`src/rtl/cu_pkg.sv`:
```
// cu_pkg: states, instruction field codes, ALU opcodes and condition codes for the multicycle control unit
package cu_pkg;
  typedef enum logic [3:0] {
    S_FETCH, S_DECODE, S_EXECR, S_EXECI, S_ALUWB, S_MEMADR,
    S_MEMRD, S_MEMWAIT, S_MEMWB, S_MEMWR, S_BRANCH
  } state_t;
  localparam logic [1:0] OP_DP = 2'b00, OP_MEM = 2'b01, OP_BR = 2'b10;
  localparam logic [3:0] CMD_AND = 4'b0000, CMD_SUB = 4'b0010, CMD_ADD = 4'b0100;
  localparam logic [3:0] CMD_ORR = 4'b1100, CMD_CMP = 4'b1010, CMD_MOV = 4'b1101;
  localparam logic [2:0] ALU_ADD = 3'd0, ALU_SUB = 3'd1, ALU_AND = 3'd2, ALU_ORR = 3'd3, ALU_MOV = 3'd4;
  localparam logic [3:0] COND_EQ = 4'h0, COND_NE = 4'h1, COND_CS = 4'h2, COND_CC = 4'h3;
  localparam logic [3:0] COND_MI = 4'h4, COND_PL = 4'h5, COND_VS = 4'h6, COND_VC = 4'h7;
  localparam logic [3:0] COND_HI = 4'h8, COND_LS = 4'h9, COND_GE = 4'hA, COND_LT = 4'hB;
  localparam logic [3:0] COND_GT = 4'hC, COND_LE = 4'hD, COND_AL = 4'hE;
  function automatic logic [2:0] alu_op(input logic [3:0] cmd);
    return (cmd == CMD_SUB || cmd == CMD_CMP) ? ALU_SUB :
           (cmd == CMD_AND) ? ALU_AND :
           (cmd == CMD_ORR) ? ALU_ORR :
           (cmd == CMD_MOV) ? ALU_MOV : ALU_ADD;
  endfunction
endpackage

```
`src/rtl/cond_check.sv`:
```
// cond_check: ARM condition evaluation of cond against the NZCV register
module cond_check
  import cu_pkg::*;
(
  input  logic [3:0] cond,
  input  logic [3:0] flags,
  output logic       cond_ex
);
  logic n, z, c, v;
  assign {n, z, c, v} = flags;
  always_comb begin
    case (cond)
      COND_EQ: cond_ex = z;
      COND_NE: cond_ex = !z;
      COND_CS: cond_ex = c;
      COND_CC: cond_ex = !c;
      COND_MI: cond_ex = n;
      COND_PL: cond_ex = !n;
      COND_VS: cond_ex = v;
      COND_VC: cond_ex = !v;
      COND_HI: cond_ex = c && !z;
      COND_LS: cond_ex = !c || z;
      COND_GE: cond_ex = n == v;
      COND_LT: cond_ex = n != v;
      COND_GT: cond_ex = !z && (n == v);
      COND_LE: cond_ex = z || (n != v);
      COND_AL: cond_ex = 1'b1;
      default: cond_ex = 1'b0;
    endcase
  end
endmodule

```
`src/rtl/multicycle_control_unit.sv`:
```
// multicycle_control_unit: multicycle ARM-subset control FSM with NZCV register; CU_BRANCH_LINK_EN enables BL link write
module multicycle_control_unit
  import cu_pkg::*;
#(
  parameter int ALU_CTRL_W = 4,
  parameter int MEM_WAIT   = 0
) (
  input  logic                  clk,
  input  logic                  reset,
  input  logic [19:0]           instruction,
  input  logic [3:0]            alu_flags,
  input  logic                  sh_imm,
  input  logic [1:0]            sh,
  output logic                  pc_write,
  output logic                  adr_src,
  output logic                  ir_write,
  output logic                  mem_write,
  output logic                  reg_write,
  output logic [1:0]            alu_src_a,
  output logic [1:0]            alu_src_b,
  output logic [1:0]            result_src,
  output logic [1:0]            imm_src,
  output logic [1:0]            reg_src,
  output logic                  sh_src,
  output logic [ALU_CTRL_W-1:0] alu_control,
  output logic [3:0]            flags_q,
  output logic                  illegal
);
  localparam logic [3:0] WAIT_LAST = 4'(MEM_WAIT - 1);
  state_t      state_q, state_d;
  logic [3:0]  flags_d, wait_q, wait_d;
  logic [3:0]  cond, cmd, rd;
  logic [1:0]  op;
  logic [5:0]  funct;
  logic [2:0]  op3;
  logic        cond_ex, cmd_ok, unused_bits;
  assign cond        = instruction[19:16];
  assign op          = instruction[15:14];
  assign funct       = instruction[13:8];
  assign rd          = instruction[3:0];
  assign cmd         = funct[4:1];
  assign cmd_ok      = cmd inside {CMD_AND, CMD_SUB, CMD_ADD, CMD_ORR, CMD_CMP, CMD_MOV};
  assign unused_bits = ^{instruction[7:4], sh};
  assign alu_control = ALU_CTRL_W'(op3);
  cond_check u_cond (.cond(cond), .flags(flags_q), .cond_ex(cond_ex));
  always_ff @(posedge clk or negedge reset) begin
    if (!reset) begin
      state_q <= S_FETCH;
      flags_q <= 4'b0000;
      wait_q  <= 4'd0;
    end else begin
      state_q <= state_d;
      flags_q <= flags_d;
      wait_q  <= wait_d;
    end
  end
  always_comb begin
    state_d    = state_q;
    flags_d    = flags_q;
    wait_d     = wait_q;
    pc_write   = 1'b0;
    adr_src    = 1'b0;
    ir_write   = 1'b0;
    mem_write  = 1'b0;
    reg_write  = 1'b0;
    alu_src_a  = 2'd0;
    alu_src_b  = 2'd0;
    result_src = 2'd0;
    imm_src    = 2'd0;
    reg_src    = 2'd0;
    sh_src     = 1'b1;
    op3        = ALU_ADD;
    illegal    = 1'b0;
    case (state_q)
      S_FETCH: begin
        ir_write   = 1'b1;
        pc_write   = 1'b1;
        alu_src_a  = 2'd1;
        alu_src_b  = 2'd2;
        result_src = 2'd2;
        state_d    = S_DECODE;
      end
      S_DECODE: begin
        alu_src_a = 2'd1;
        alu_src_b = 2'd2;
        illegal   = (op == 2'b11) || (op == OP_DP && !cmd_ok);
        state_d   = (op == OP_MEM) ? S_MEMADR :
                    (op == OP_BR) ? S_BRANCH :
                    (op == OP_DP && cmd_ok) ? (funct[5] ? S_EXECI : S_EXECR) : S_FETCH;
      end
      S_EXECR, S_EXECI: begin
        alu_src_b = (state_q == S_EXECI) ? 2'd1 : 2'd0;
        op3       = alu_op(cmd);
        sh_src    = (cmd == CMD_MOV) ? sh_imm : 1'b1;
        flags_d   = !(funct[0] && cond_ex) ? flags_q :
                    (cmd inside {CMD_ADD, CMD_SUB, CMD_CMP}) ? alu_flags : {alu_flags[3:2], flags_q[1:0]};
        state_d   = (cmd == CMD_CMP) ? S_FETCH : S_ALUWB;
      end
      S_ALUWB: begin
        reg_write = cond_ex;
        pc_write  = cond_ex && rd == 4'hF;
        state_d   = S_FETCH;
      end
      S_MEMADR: begin
        alu_src_b = 2'd1;
        imm_src   = 2'd1;
        op3       = funct[3] ? ALU_ADD : ALU_SUB;
        state_d   = funct[0] ? S_MEMRD : S_MEMWR;
      end
      S_MEMRD: begin
        adr_src = 1'b1;
        state_d = (MEM_WAIT == 0) ? S_MEMWB : S_MEMWAIT;
      end
      S_MEMWAIT: begin
        adr_src = 1'b1;
        wait_d  = (wait_q == WAIT_LAST) ? 4'd0 : wait_q + 4'd1;
        state_d = (wait_q == WAIT_LAST) ? S_MEMWB : S_MEMWAIT;
      end
      S_MEMWB: begin
        result_src = 2'd1;
        reg_write  = cond_ex;
        state_d    = S_FETCH;
      end
      S_MEMWR: begin
        adr_src   = 1'b1;
        mem_write = cond_ex;
        state_d   = S_FETCH;
      end
      S_BRANCH: begin
        imm_src    = 2'd2;
        alu_src_a  = 2'd2;
        alu_src_b  = 2'd1;
        result_src = 2'd2;
        reg_src    = 2'd1;
        pc_write   = cond_ex;
        state_d    = S_FETCH;
`ifdef CU_BRANCH_LINK_EN
        if (funct[4] && cond_ex) begin
          reg_write  = 1'b1;
          reg_src    = 2'd2;
          result_src = 2'd0;
        end
`endif
      end
      default: state_d = S_FETCH;
    endcase
    if (!reset) {pc_write, ir_write, mem_write, reg_write, illegal} = 5'b0;
  end
endmodule

```
`config.mk`:
```
export PLATFORM = sky130hd
export DESIGN_NAME = multicycle_control_unit
export DESIGN_NICKNAME = d
export VERILOG_FILES = /design/src/rtl/cu_pkg.sv /design/src/rtl/cond_check.sv /design/src/rtl/multicycle_control_unit.sv
export SDC_FILE = /design/constraint.sdc
export NUM_CORES = 1
export LEC_CHECK = 0
export CORE_MARGIN = 2
export CORE_UTILIZATION = 43
export CTS_CLUSTER_DIAMETER = 40
export DETAILED_ROUTE_END_ITERATION = 10
export MAX_ROUTING_LAYER = met4
export PLACE_DENSITY_LB_ADDON = 0.2
export REMOVE_ABC_BUFFERS = 1
export SYNTH_ARGS = -nofsm -noshare
export SYNTH_HDL_FRONTEND = slang
export SYNTH_SLANG_ARGS = --single-unit
```
`constraint.sdc`:
```
create_clock -name clk -period 7.1 [get_ports clk]
set_clock_uncertainty 0.2 [all_clocks]
set_input_delay 1.775 -clock clk [delete_from_list [all_inputs] [get_ports clk]]
set_output_delay 1.775 -clock clk [all_outputs]
set_load 0.05 [all_outputs]
```
# ---- Word level (Yosys, flattened, before mapping)
# Cells that the tools add are included.
# W data, S select, Z words.
dict set report word_totals {
  register_bits 12
  input_bits 29
  output_inout_bits 25
  wordCells 105
}
dict set report classes {
  addsub 1
  n_eq_ne 36
  muxes 35
  reduce_logical 29
}
# cell count
set ops {}
lappend ops {{$eq A4 B4 Y1 const B} 15}
lappend ops {{$eq A4 B3 Y1 const B} 9}
lappend ops {{$pmux W4 S6} 1}
lappend ops {{$eq A4 B2 Y1 const B} 5}
lappend ops {{$mux W4} 5}
lappend ops {{$mux W1} 16}
lappend ops {{$mux W3} 5}
lappend ops {{$pmux W1 S15} 1}
lappend ops {{$logic_not A4 Y1} 3}
lappend ops {{$pmux W2 S2} 3}
lappend ops {{$reduce_or A2 Y1} 5}
lappend ops {{$eq A4 B1 Y1 const B} 2}
lappend ops {{$logic_and A1 B1 Y1} 6}
lappend ops {{$pmux W2 S3} 1}
lappend ops {{$pmux W3 S2} 1}
lappend ops {{$reduce_bool A6 Y1} 1}
lappend ops {{$logic_not A1 Y1} 5}
lappend ops {{$add A4 B1 Y4 const B} 1}
lappend ops {{$eq A2 B2 Y1 const B} 2}
lappend ops {{$logic_or A1 B1 Y1} 4}
lappend ops {{$pmux W1 S3} 1}
lappend ops {{$reduce_and A3 Y1} 1}
lappend ops {{$reduce_bool A3 Y1} 1}
lappend ops {{$reduce_or A3 Y1} 1}
lappend ops {{6 further kinds} 6}

# ---- Logic depth before layout (Yosys ltp)
dict set report depth {
  word_depth 7
  ltp_mapped 7
  mapped_depth_nobuf 6
}

# ---- Cells and area by module
# From an unflattened synthesis, not the netlist that was laid out.
dict set report unflattened {
  hier_cells 139
  hier_area_um2 1143.6
}
# module instances cells_each area_each_um2 seq_area_each_um2
set modules_own_cells {}
lappend modules_own_cells {multicycle_control_unit 1 111 949.7 300.3}
lappend modules_own_cells {cond_check 1 28 193.9 0.0}

# ---- Worst setup path after synthesis
# No wires, ideal clock.
dict set report synth_timing {
  kind {input to output}
  from {input port instruction[19]}
  to {output port pc_write}
  t_arrival_ps 5121
  t_required_ps 5125
  path_slack_ps 4
  cell_stages 6
  n_path_buf 1
  cell_sequence {buf_6 -> and2_1 -> or3_1 -> a41oi_2 -> nor4_2 -> a2111oi_0}
}
dict set report synth_between {
  elab_chain_cells 5
  elab_cells_between_ends 19
  cone_classes {eq/ne: 14; mux: 3; reduce/logical: 2}
}
# item line_no
set synth_lines {}
lappend synth_lines {{start: declaration} multicycle_control_unit.sv:10} ;# input logic [19:0] instruction,
lappend synth_lines {{$eq A4 B4 Y1 (tied with other cells)} cond_check.sv:12} ;# case (cond)
lappend synth_lines {{$pmux W1 S15 (*)} cond_check.sv:12}
lappend synth_lines {{$logic_and A1 B1 Y1} multicycle_control_unit.sv:101} ;# pc_write = cond_ex && rd == 4'hF;
lappend synth_lines {{$pmux W1 S3 (*)} multicycle_control_unit.sv:74} ;# case (state_q)
lappend synth_lines {{$mux W1 (*)} multicycle_control_unit.sv:147} ;# if (!reset) {pc_write, ir_write, mem_write, reg_write, illegal} = 5'b0;
lappend synth_lines {{end: declaration} multicycle_control_unit.sv:14} ;# output logic pc_write,
# Every way passes the cells marked *; elsewhere a longest branch is shown, timed or not.

# ---- Worst setup path in the final report
dict set report layout_timing {
  from {input port instruction[17]}
  to {output port pc_write}
}
# Same word-level chain as after synthesis.

==> qor.txt <==
clock latency on the worst-skew pair = 270 ps
Site Rows = 18
post-route antenna net violation count = 0
Clock transition at path regs = 80 ps
most used cells in the layout excluding fill and tap cells = 45 x sky130_fd_sc_hd__clkdlybuf4s50_1, 14 x sky130_fd_sc_hd__nand2_1, 13 x sky130_fd_sc_hd__nor2_1, 12 x sky130_fd_sc_hd__dfrtp_1
sort of element at the end of the critical path = output pin
share of the yosys chip area belonging to registers = 27.1%
clock tree root driver cell = sky130_fd_sc_hd__clkbuf_4
Final HPWL DP = 2.19 mm
remaining design rule violation count = 0
kind of critical path = input pin to output pin
largest incremental delay on the critical path = 890 ps
post-layout min period = 6550 ps
quantity of hold-fixing buffers added after cts = 0
height of the die = 54.7 µm
timing-limited maximum frequency = 153 MHz
FF+latch count, synth = 12
starting utilization of the core area = 45.1%
static leakage = 0.626 nW
sum of negative setup slack = 0 ps
port bufs = 45
actual slew at the worst max-slew pin = 537 ps
Req. time, crit path = 5120 ps
number of cells produced by synthesis = 137
summed instance area of the synthesized netlist = 0.00111 mm²
run status = completed
DRC violation total after the first TritonRoute iteration = 20
final hold violation count = 0
largest net degree at the start of global routing = 18
GRT Util Overall = 20.7%
headroom to the max-slew limit = 64.1%
type of the most critical hold path = register to register
most common cell after layout, fill and taps aside = sky130_fd_sc_hd__clkdlybuf4s50_1
Synth area leader = sky130_fd_sc_hd__dfrtp_1
area occupied by multi-input gates = 727 µm²
Worst path top cell family by delay = buffers and inverters
CTS tree = yes
global route total overflow = 0
dominant cell type by count on the critical path = sky130_fd_sc_hd__clkdlybuf4s50_1
share of synthesized flip-flops with an asynchronous set or reset = 100%
number of iterations in the first detailed-routing pass = 5
Syn-to-layout area delta = 42.6%
number of cells in the design after placement = 203
area share of the largest cell type after synthesis = 27.1%
final routed wirelength across all metal layers = 2.81 mm
final net count = 208
number of flops mapped to enable cells by yosys = 0
total number of yosys warnings = 0
post-DR vias/cell = 5.63
Reg area = 300 µm²
Inserted Clock Buffers = 3
initial antenna violation count = 0
worst setup slack for register-to-register paths = 4640 ps
Core Area = 0.00245 mm²
VDD IR-drop max = 0.386 mV
final estimated routing congestion in global placement = 0.761
highest-delay cell along the critical path = sky130_fd_sc_hd__clkdlybuf4s50_1
# Max-Cap Violations = 0
htree depth = 1
number of diodes = 0
cts repair resizes = 0
setup violation total in the final timing report = 0
Design Power = 0.559 mW
number of cells in the finished layout apart from fillers = 207
Post-Synthesis Mean Instance Area = 8.07 µm²
total count of max-transition violations in the final report = 0
type of origin of the critical path = input pin
Cell Chain, Critical Path = clkdlybuf4s50_1, mux2_2, o41ai_1, nor4_2, a2111oi_0, clkdlybuf4s50_1
cells taking the most area after synthesis = sky130_fd_sc_hd__dfrtp_1 27%, sky130_fd_sc_hd__nand2_1 4.8%, sky130_fd_sc_hd__nand2b_1 4.5%
crit-path max FO = 7
number of global-route vias before repair = 1049
utilization after layout = 64.3%
# clock sinks = 12
share of layout cells above drive strength 1 = 9.04%
number of buffers between clock root and the deepest sink = 2
Main synth FF type = sky130_fd_sc_hd__dfrtp_1
post-route fraction of the period consumed by the critical path = 92.2%
first-pass GRT wire length = 4.46 mm
Boundary Pins = 54
arrival time of the worst setup path = 4570 ps
unrepaired setup endpoints after global routing = false
critical path buffer and inverter count = 2
full die area = 0.00299 mm²
power per cell area = 355 mW/mm²
synth unique cells = 49
die boundary width = 54.7 µm
Filler cells = 212
post-CTS repair timing setup buffer count = 0
routed via count = 1165
per-cell routed wire length = 13.6 µm
## routing by layer
layer	vias up	routed length [µm]	track usage, %
met3	4	155	3.55
met4	0	21	6.67
met1	554	1190	25.5
met5	-	0	-
met2	32	1440	34.1
li1	575	-	-
## cells in the mapped netlist, types with 2 or more instances
cell and count:
sky130_fd_sc_hd__buf_4 4, sky130_fd_sc_hd__mux2_2 3, sky130_fd_sc_hd__nand2b_1 8, sky130_fd_sc_hd__nand2_1 14
sky130_fd_sc_hd__mux2i_1 2, sky130_fd_sc_hd__mux2_1 4, sky130_fd_sc_hd__a211oi_1 2, sky130_fd_sc_hd__or3_1 2
sky130_fd_sc_hd__nor4_1 2, sky130_fd_sc_hd__nand4_1 3, sky130_fd_sc_hd__nand3_1 3, sky130_fd_sc_hd__a21oi_1 8
sky130_fd_sc_hd__clkbuf_1 6, sky130_fd_sc_hd__or2_2 2, sky130_fd_sc_hd__nor3b_1 2, sky130_fd_sc_hd__nor2_1 13
sky130_fd_sc_hd__dfrtp_1 12, sky130_fd_sc_hd__nor3_1 8, sky130_fd_sc_hd__o21ai_0 4, sky130_fd_sc_hd__o2111ai_1 2
sky130_fd_sc_hd__xnor2_1 2, sky130_fd_sc_hd__inv_1 4
## per-stage QoR
stage / hold slack, ps / setup WS (ps) / instance area (µm²)
3_3_place_gp: 294 / 645 / 1540
3_5_place_dp: 322 / 589 / 1540
2_1_floorplan: 272 / 103 / 1050
5_1_grt: 358 / 339 / 1580
6_report: 337 / 553 / 1580
4_1_cts: 339 / 591 / 1580
## kinds of logic (layout without fill, tap and decap cells)
group	Yosys count	count (layout)	share of synthesized area, %
fa+ha+maj	1	1	1.13
other cells	1	2	0.339
simple gates	67	67	33.1
compound gates	27	27	17.4
flops	12	12	27.1
mux	10	10	11.0
xor+xnor	3	3	2.38
buf+inv	16	55	7.47
## report_power, final
group / internal (mW) / leakage, nW / switching, mW
registers: 0.0906 / 0.159 / 0.0508
clock network: 0.0311 / 0.0210 / 0.0223
logic: 0.138 / 0.446 / 0.226
total: 0.260 / 0.626 / 0.300
## final timing paths
kind / cells past startpoint / to / start
worst max-delay path: 6 / pc_write / instruction[17]
worst min-delay path: 1 / wait_q[0] / wait_q[0]
worst max register to register: 6 / flags_q[0] / flags_q[0]
worst min register to register: 1 / wait_q[0] / wait_q[0]
max in group asynchronous: 2 / flags_q[1] / reset
min in group asynchronous: 2 / state_q[3] / reset
## registers in the layout (all words and copies together) (netlist names)
name and cells:
flags_q 4, state_q 4, wait_q 4
## layout make-up
class	instances	area share, %
clock buffer	4	2.30
tap	30	2.38
inverter	5	1.19
sequential	12	19.0
timing repair buffer	46	29.0
multi-input combinational	110	46.1
Power figures use the tool's default switching activity.
==> RTL edit 1, RTL diff (config.mk and constraints unchanged) <==
Reset style: synchronous (`reset`), changed in one clocked block.
--- a/src/rtl/multicycle_control_unit.sv
+++ b/src/rtl/multicycle_control_unit.sv
@@ -45,3 +45,3 @@
   cond_check u_cond (.cond(cond), .flags(flags_q), .cond_ex(cond_ex));
-  always_ff @(posedge clk or negedge reset) begin
+  always_ff @(posedge clk) begin
     if (!reset) begin
Behaviour: differs if reset is asserted again (counterexample within 4 cycles, from zero or initial values and one cycle with reset low); with reset held inactive, the same outputs for 10 cycles.
==> RTL edit 1 against the unedited design <==
  * Final area increased by 4.7%
  * Register-to-register slack improved by 0.34 ns
  * First-iteration DRC count increased by 70%
  * Area after synthesis increased by 8.1%
  * Worst setup slack improved by 0.25 ns
  * Critical path depth increased by 1
  * Wire length increased by 6.7%
  * Sequential cell count unchanged
  * Highest routed layer unchanged
Power is not compared: it rests on default switching activity, and its combinational part moved more than twofold at a synthesized area within 25%.
==> RTL edit 1: results (changes against the unedited design) <==
Worst setup path
  • Reg2Reg Setup Slack: 4.98 ns (+0.34 ns)
  • FF-to-FF path depth: 5 (-1)
  • RR Startpoint: state_q[1]
  • FF-to-FF End: flags_q[0]
  • Crit-path max FO: 9 (+2)

GRT
  • All-Layer GR Usage: 19.5% (-1.2 points)
  • Wire length of the first global-routing pass: 5000 um (+12%)
  • Vias in the first global route: 1154 (+10%)
  • Largest net degree at the start of global routing: 19 (+1)

Placement
  • Hpwl dp: 2320 um (+5.8%)
  • Post-DP Area: 1620 um^2 (+4.8%)
  • Gp weighted congestion: 0.811 (+6.6%)
  • Placed Instances: 224 (+10%)
  • Post-Place Setup Slack: 0.817 ns (+0.228 ns)

Logic synthesis
  • Synth Warn #: 0 (unchanged)
  • Post-synthesis sequential area ratio: 20.1% (-7.1 points)
  • Most frequent cells after synthesis: nand2_1, dfxtp_1, a21oi_1
  • Largest area contributor in the netlist: dfxtp_1
  • Synth top area share: 20.1% (-7.1 points)
  • Top cells by area, synth: dfxtp_1, mux2i_1, nand2_1, a21oi_1, buf_4
  • Mapped Cells: 160 (+17%)
  • Post-synthesis async set-or-reset flop share: 0% (-100 points)
  • Synth cell types: 54 (+10%)

Layout
  • Layout cells sized above 1: 7.11% (-1.9 points)
  • FILL cells: 248 (+17%)
  • Ant diodes: 0 (unchanged)
  • Layout area overhead: 38.1%

Min path
  • WHS Path Cells: 2 (+1)
  • WHS Endpoint: wait_q[3]
  • Hold path start: wait_q[3]

Clock tree
  • CTS clock-pin slew for the worst setup and hold paths: 0.08 ns (about the same)
  • Post_cts resized: 0 (unchanged)
  • Clock root buffer: clkbuf_4
  • Skew-Pair Late Insertion Delay: 0.27 ns (about the same)
  • Postcts setup bufs: 0 (unchanged)
  • # H-tree levels: 1 (unchanged)

Status
  • Run status: finished clean

Routing
  • Vias: 1270 (+9.0%)
  • Routed wire per std cell: 13.1 um (-3.2%)
  • Vias per cell: 5.57 (-1.0%)
  • Pre-Repair DR Iteration Count: 4 (-1)
  • First-iteration detailed-routing DRC count: 34 (+70%)

STA
  • Worst-Margin Slew: 0.527 ns (-0.00971 ns)

Power and ir drop
  • Pleak: 0.627 nW
[RTL edit 1: cell types whose count changed after synthesis, moves of 4 or more]
cell,unedited run,this run
and2_1,1,5
and3b_1,0,4
dfrtp_1,12,0
dfxtp_1,0,12
mux2_1,4,0
mux2i_1,2,6
nand2b_1,8,4
nand3_1,3,7
nand3b_1,1,6
nor2_1,13,9
nor2b_1,1,5
[RTL edit 1: how the worst max path moves through the flow]
stage | slack, ns | to | start | cells past startpoint
global placement | 0.87 | mem_write | instruction[18] | 7
floorplan | 1.29 | sh_src | instruction[10] | 3
finish | 0.80 | mem_write | instruction[19] | 7
detailed placement | 0.82 | mem_write | instruction[16] | 7
CTS | 0.80 | mem_write | instruction[19] | 7
global route | 0.67 | mem_write | instruction[16] | 7
[RTL edit 1: power by group through the flow]
| stage | logic [W] | registers [W] | clock network, W |
|---|---|---|---|
| floorplan | 0.0000688 | 0.0000781 | 0 |
| global placement | 0.000107 | 0.0000802 | 0 |
| detailed placement | 0.000109 | 0.0000803 | 0 |
| CTS | 0.000109 | 0.0000787 | 0.0000548 |
| global route | 0.000117 | 0.0000799 | 0.0000603 |
| finish | 0.000109 | 0.0000788 | 0.0000552 |
[RTL edit 1: cell type report]
| cell class | count | share of cell area, % |
|---|---|---|
| multi-input cells | 132 | 52.7 |
| repair buffers | 45 | 27.3 |
| flip-flops and latches | 12 | 14.5 |
| well taps | 31 | 2.35 |
| clock buffers | 4 | 2.20 |
| inverters | 4 | 0.909 |
[RTL edit 1: kinds of logic (layout without fill, tap and decap cells)]
group	Yosys count	count (layout)	share of synthesized area [%]
compound gates	33	33	18.6
fa+ha+maj	1	1	1.05
flops	12	12	20.1
simple gates	83	83	41.9
other cells	1	2	0.314
mux	8	8	6.90
xor+xnor	5	5	3.66
buf+inv	17	53	7.43
[RTL edit 1: worst max-delay path: stages]
cell             delay (ns)
clkdlybuf4s50_1        0.57
and2_4                 0.25
and3_2                 0.19
o311ai_2               0.36
nand3_1                0.21
and4_1                 0.26
clkdlybuf4s50_1        0.70
[RTL edit 1: layer usage]
| layer | GRT usage (%) | part of all wire (%) | vias to the layer above |
|---|---|---|---|
| met5 | - | 0 | - |
| met4 | 3.99 | 0.60 | 0 |
| met3 | 4.84 | 6.8 | 4 |
| met2 | 33.9 | 50 | 44 |
| met1 | 22.8 | 43 | 570 |
| li1 | - | - | 652 |
[RTL edit 1: metrics by stage]
step	power [W]	hold WS [ns]
6_report	0.000243	0.321
5_1_grt	0.000257	0.356
4_1_cts	0.000243	0.330
3_5_place_dp	0.000189	0.314
3_3_place_gp	0.000188	0.293
2_1_floorplan	0.000147	0.273
==> RTL edit 2, RTL diff (same settings) <==
Made on the original files. Build with the macro `CU_BRANCH_LINK_EN` defined.
--- a/src/rtl/multicycle_control_unit.sv
+++ b/src/rtl/multicycle_control_unit.sv
@@ -1,2 +1,4 @@
 // multicycle_control_unit: multicycle ARM-subset control FSM with NZCV register; CU_BRANCH_LINK_EN enables BL link write
+`define CU_BRANCH_LINK_EN
+
 module multicycle_control_unit
Behaviour: not the same (a bounded check fails within 4 cycles, from zero or initial values and one cycle with reset low).
==> RTL edit 2 against the unedited design <==
  * Sequential cell count unchanged
  * Maximum frequency rose by 1.2%
  * Final area fell by 1.7%
  * Critical path type unchanged
  * Critical path depth rose by 1
  * Total power decreased by 3.8%
  * Wire length fell by 5.3%
  * Area after synthesis down 4.5%
  * Worst setup slack improved by 0.079 ns
  * Count of clock-buffer cells in the layout down 1
==> RTL edit 2: results (changes against the unedited design) <==
Status
  • Run status: finished clean

Logic synthesis
  • Xor-xnor portion of the synthesized cell area: 5.81% (+3.4 points)
  • Syn Area/Cell: 7.76 um^2 (-3.8%)
  • Mux contribution to synthesized area: 8.29% (-2.7 points)
  • Synth cell types: 40 (-18%)
  • Post-synthesis sequential area ratio: 28.4% (+1.3 points)
  • Top cells by area, synth: dfrtp_1, mux2_2, nor2_1, nand2_1, xor2_1
  • Adder-Cell Fraction of Synth Area: 1.18% (+0.054 points)
  • Most frequent cells after synthesis: nor2_1, nand2_1, dfrtp_1
  • Post-synthesis compound-gate area fraction: 15.3% (-2.1 points)

GRT
  • Wire length of the first global-routing pass: 4460 um (-0.16%)
  • M3 GR Usage: 3.61% (+0.059 points)
  • Met1 GRT Util: 26.3% (+0.76 points)
  • Met2 usage: 36.8% (+2.7 points)
  • All-Layer GR Usage: 21.4% (+0.77 points)
  • Largest net degree at the start of global routing: 16 (-2)
  • Vias in the first global route: 1061 (+1.1%)

Layout
  • Fraction of area in multi-input gates: 44.1% (-2.0 points)
  • Clk cell area share: 1.45% (-0.85 points)
  • FILL cells: 179 (-16%)
  • Layout cells sized above 1: 7.78% (-1.3 points)
  • Comb_multi_in: 108 (-1.8%)
  • Non-clk buf share: 30.6% (+1.6 points)
  • Repair and plain buffers: 48 (+4.3%)
  • Final nets: 212 (+1.9%)
  • Logic inverters: 9 (+4)

Power and ir drop
  • Pleak: 0.659 nW (+5.3%)
  • Worst vdd ir: 0.270 mV (-30%)

Worst setup path
  • Reg2Reg Setup Slack: 4.53 ns (-0.11 ns)
  • Crit-path max FO: 8 (+1)
  • Top cell family by delay on the critical path: buffers and inverters
  • CP endpoint: result_src[1]
  • Arrival time of the worst setup path: 4.49 ns (-0.08 ns)
  • CP startpoint: instruction[16]
  • FF-to-FF path depth: 7 (+1)
  • Slowest stage delay, CP: 0.82 ns (-0.07 ns)
  • FF-to-FF End: flags_q[1]

Clock tree
  • CTS clock-pin slew for the worst setup and hold paths: 0.06 ns (-0.02 ns)
  • CTS Buf Count: 3 (unchanged)
  • Clock root buffer: clkbuf_4

Min path
  • WHS Path Cells: 1 (unchanged)
  • WHS Endpoint: wait_q[3]
  • Hold path start: wait_q[3]

Routing
  • Met3 wire length: 163 um (+5.2%)
  • Pre-Repair DR Iteration Count: 4 (-1)
  • Routed wire per std cell: 12.8 um (-5.7%)
  • Vias per cell: 5.46 (-3.0%)
  • First-iteration detailed-routing DRC count: 17 (-15%)
  • Post-route met1 wirelength: 1200 um (+1.4%)
  • Met2 routed WL: 1260 um (-13%)

STA
  • Worst-Margin Slew: 0.611 ns (+0.0748 ns)

Placement
  • Hpwl dp: 2150 um (-1.8%)
  • Post-DP Area: 1530 um^2 (-0.81%)
  • Gp weighted congestion: 0.885 (+16%)
  • IO buf count: 46 (+2.2%)
-- RTL edit 2: logic make-up (layout without fill, tap and decap cells) --
group,after synthesis,count (layout)
AOI/OAI and AO/OA,23,23
xor gates and xnor gates,7,7
adders and majority gates,1,1
buffers and inverters,16,60
DFF,12,12
muxes,8,8
other,1,1
and+or+nand+nor,68,68
-- RTL edit 2: report_power, final --
| group | switching [W] | internal [W] | leakage [nW] |
|---|---|---|---|
| registers | 0.0000402 | 0.0000907 | 0.159 |
| clock network | 0.0000194 | 0.0000196 | 0.0138 |
| logic | 0.000230 | 0.000138 | 0.486 |
| total | 0.000290 | 0.000249 | 0.659 |
-- RTL edit 2: stage by stage --
stage | hold WS [ns] | std cells | util (%) | setup slack [ns]
after floorplan | 0.250 | 129 | - | 1.00
after global placement | 0.265 | 205 | 67.2 | 0.646
after detailed placement | 0.279 | 205 | 67.2 | 0.628
after CTS | 0.288 | 208 | 68.2 | 0.623
after global routing | 0.329 | 208 | 68.2 | 0.527
final | 0.284 | 208 | 68.2 | 0.632
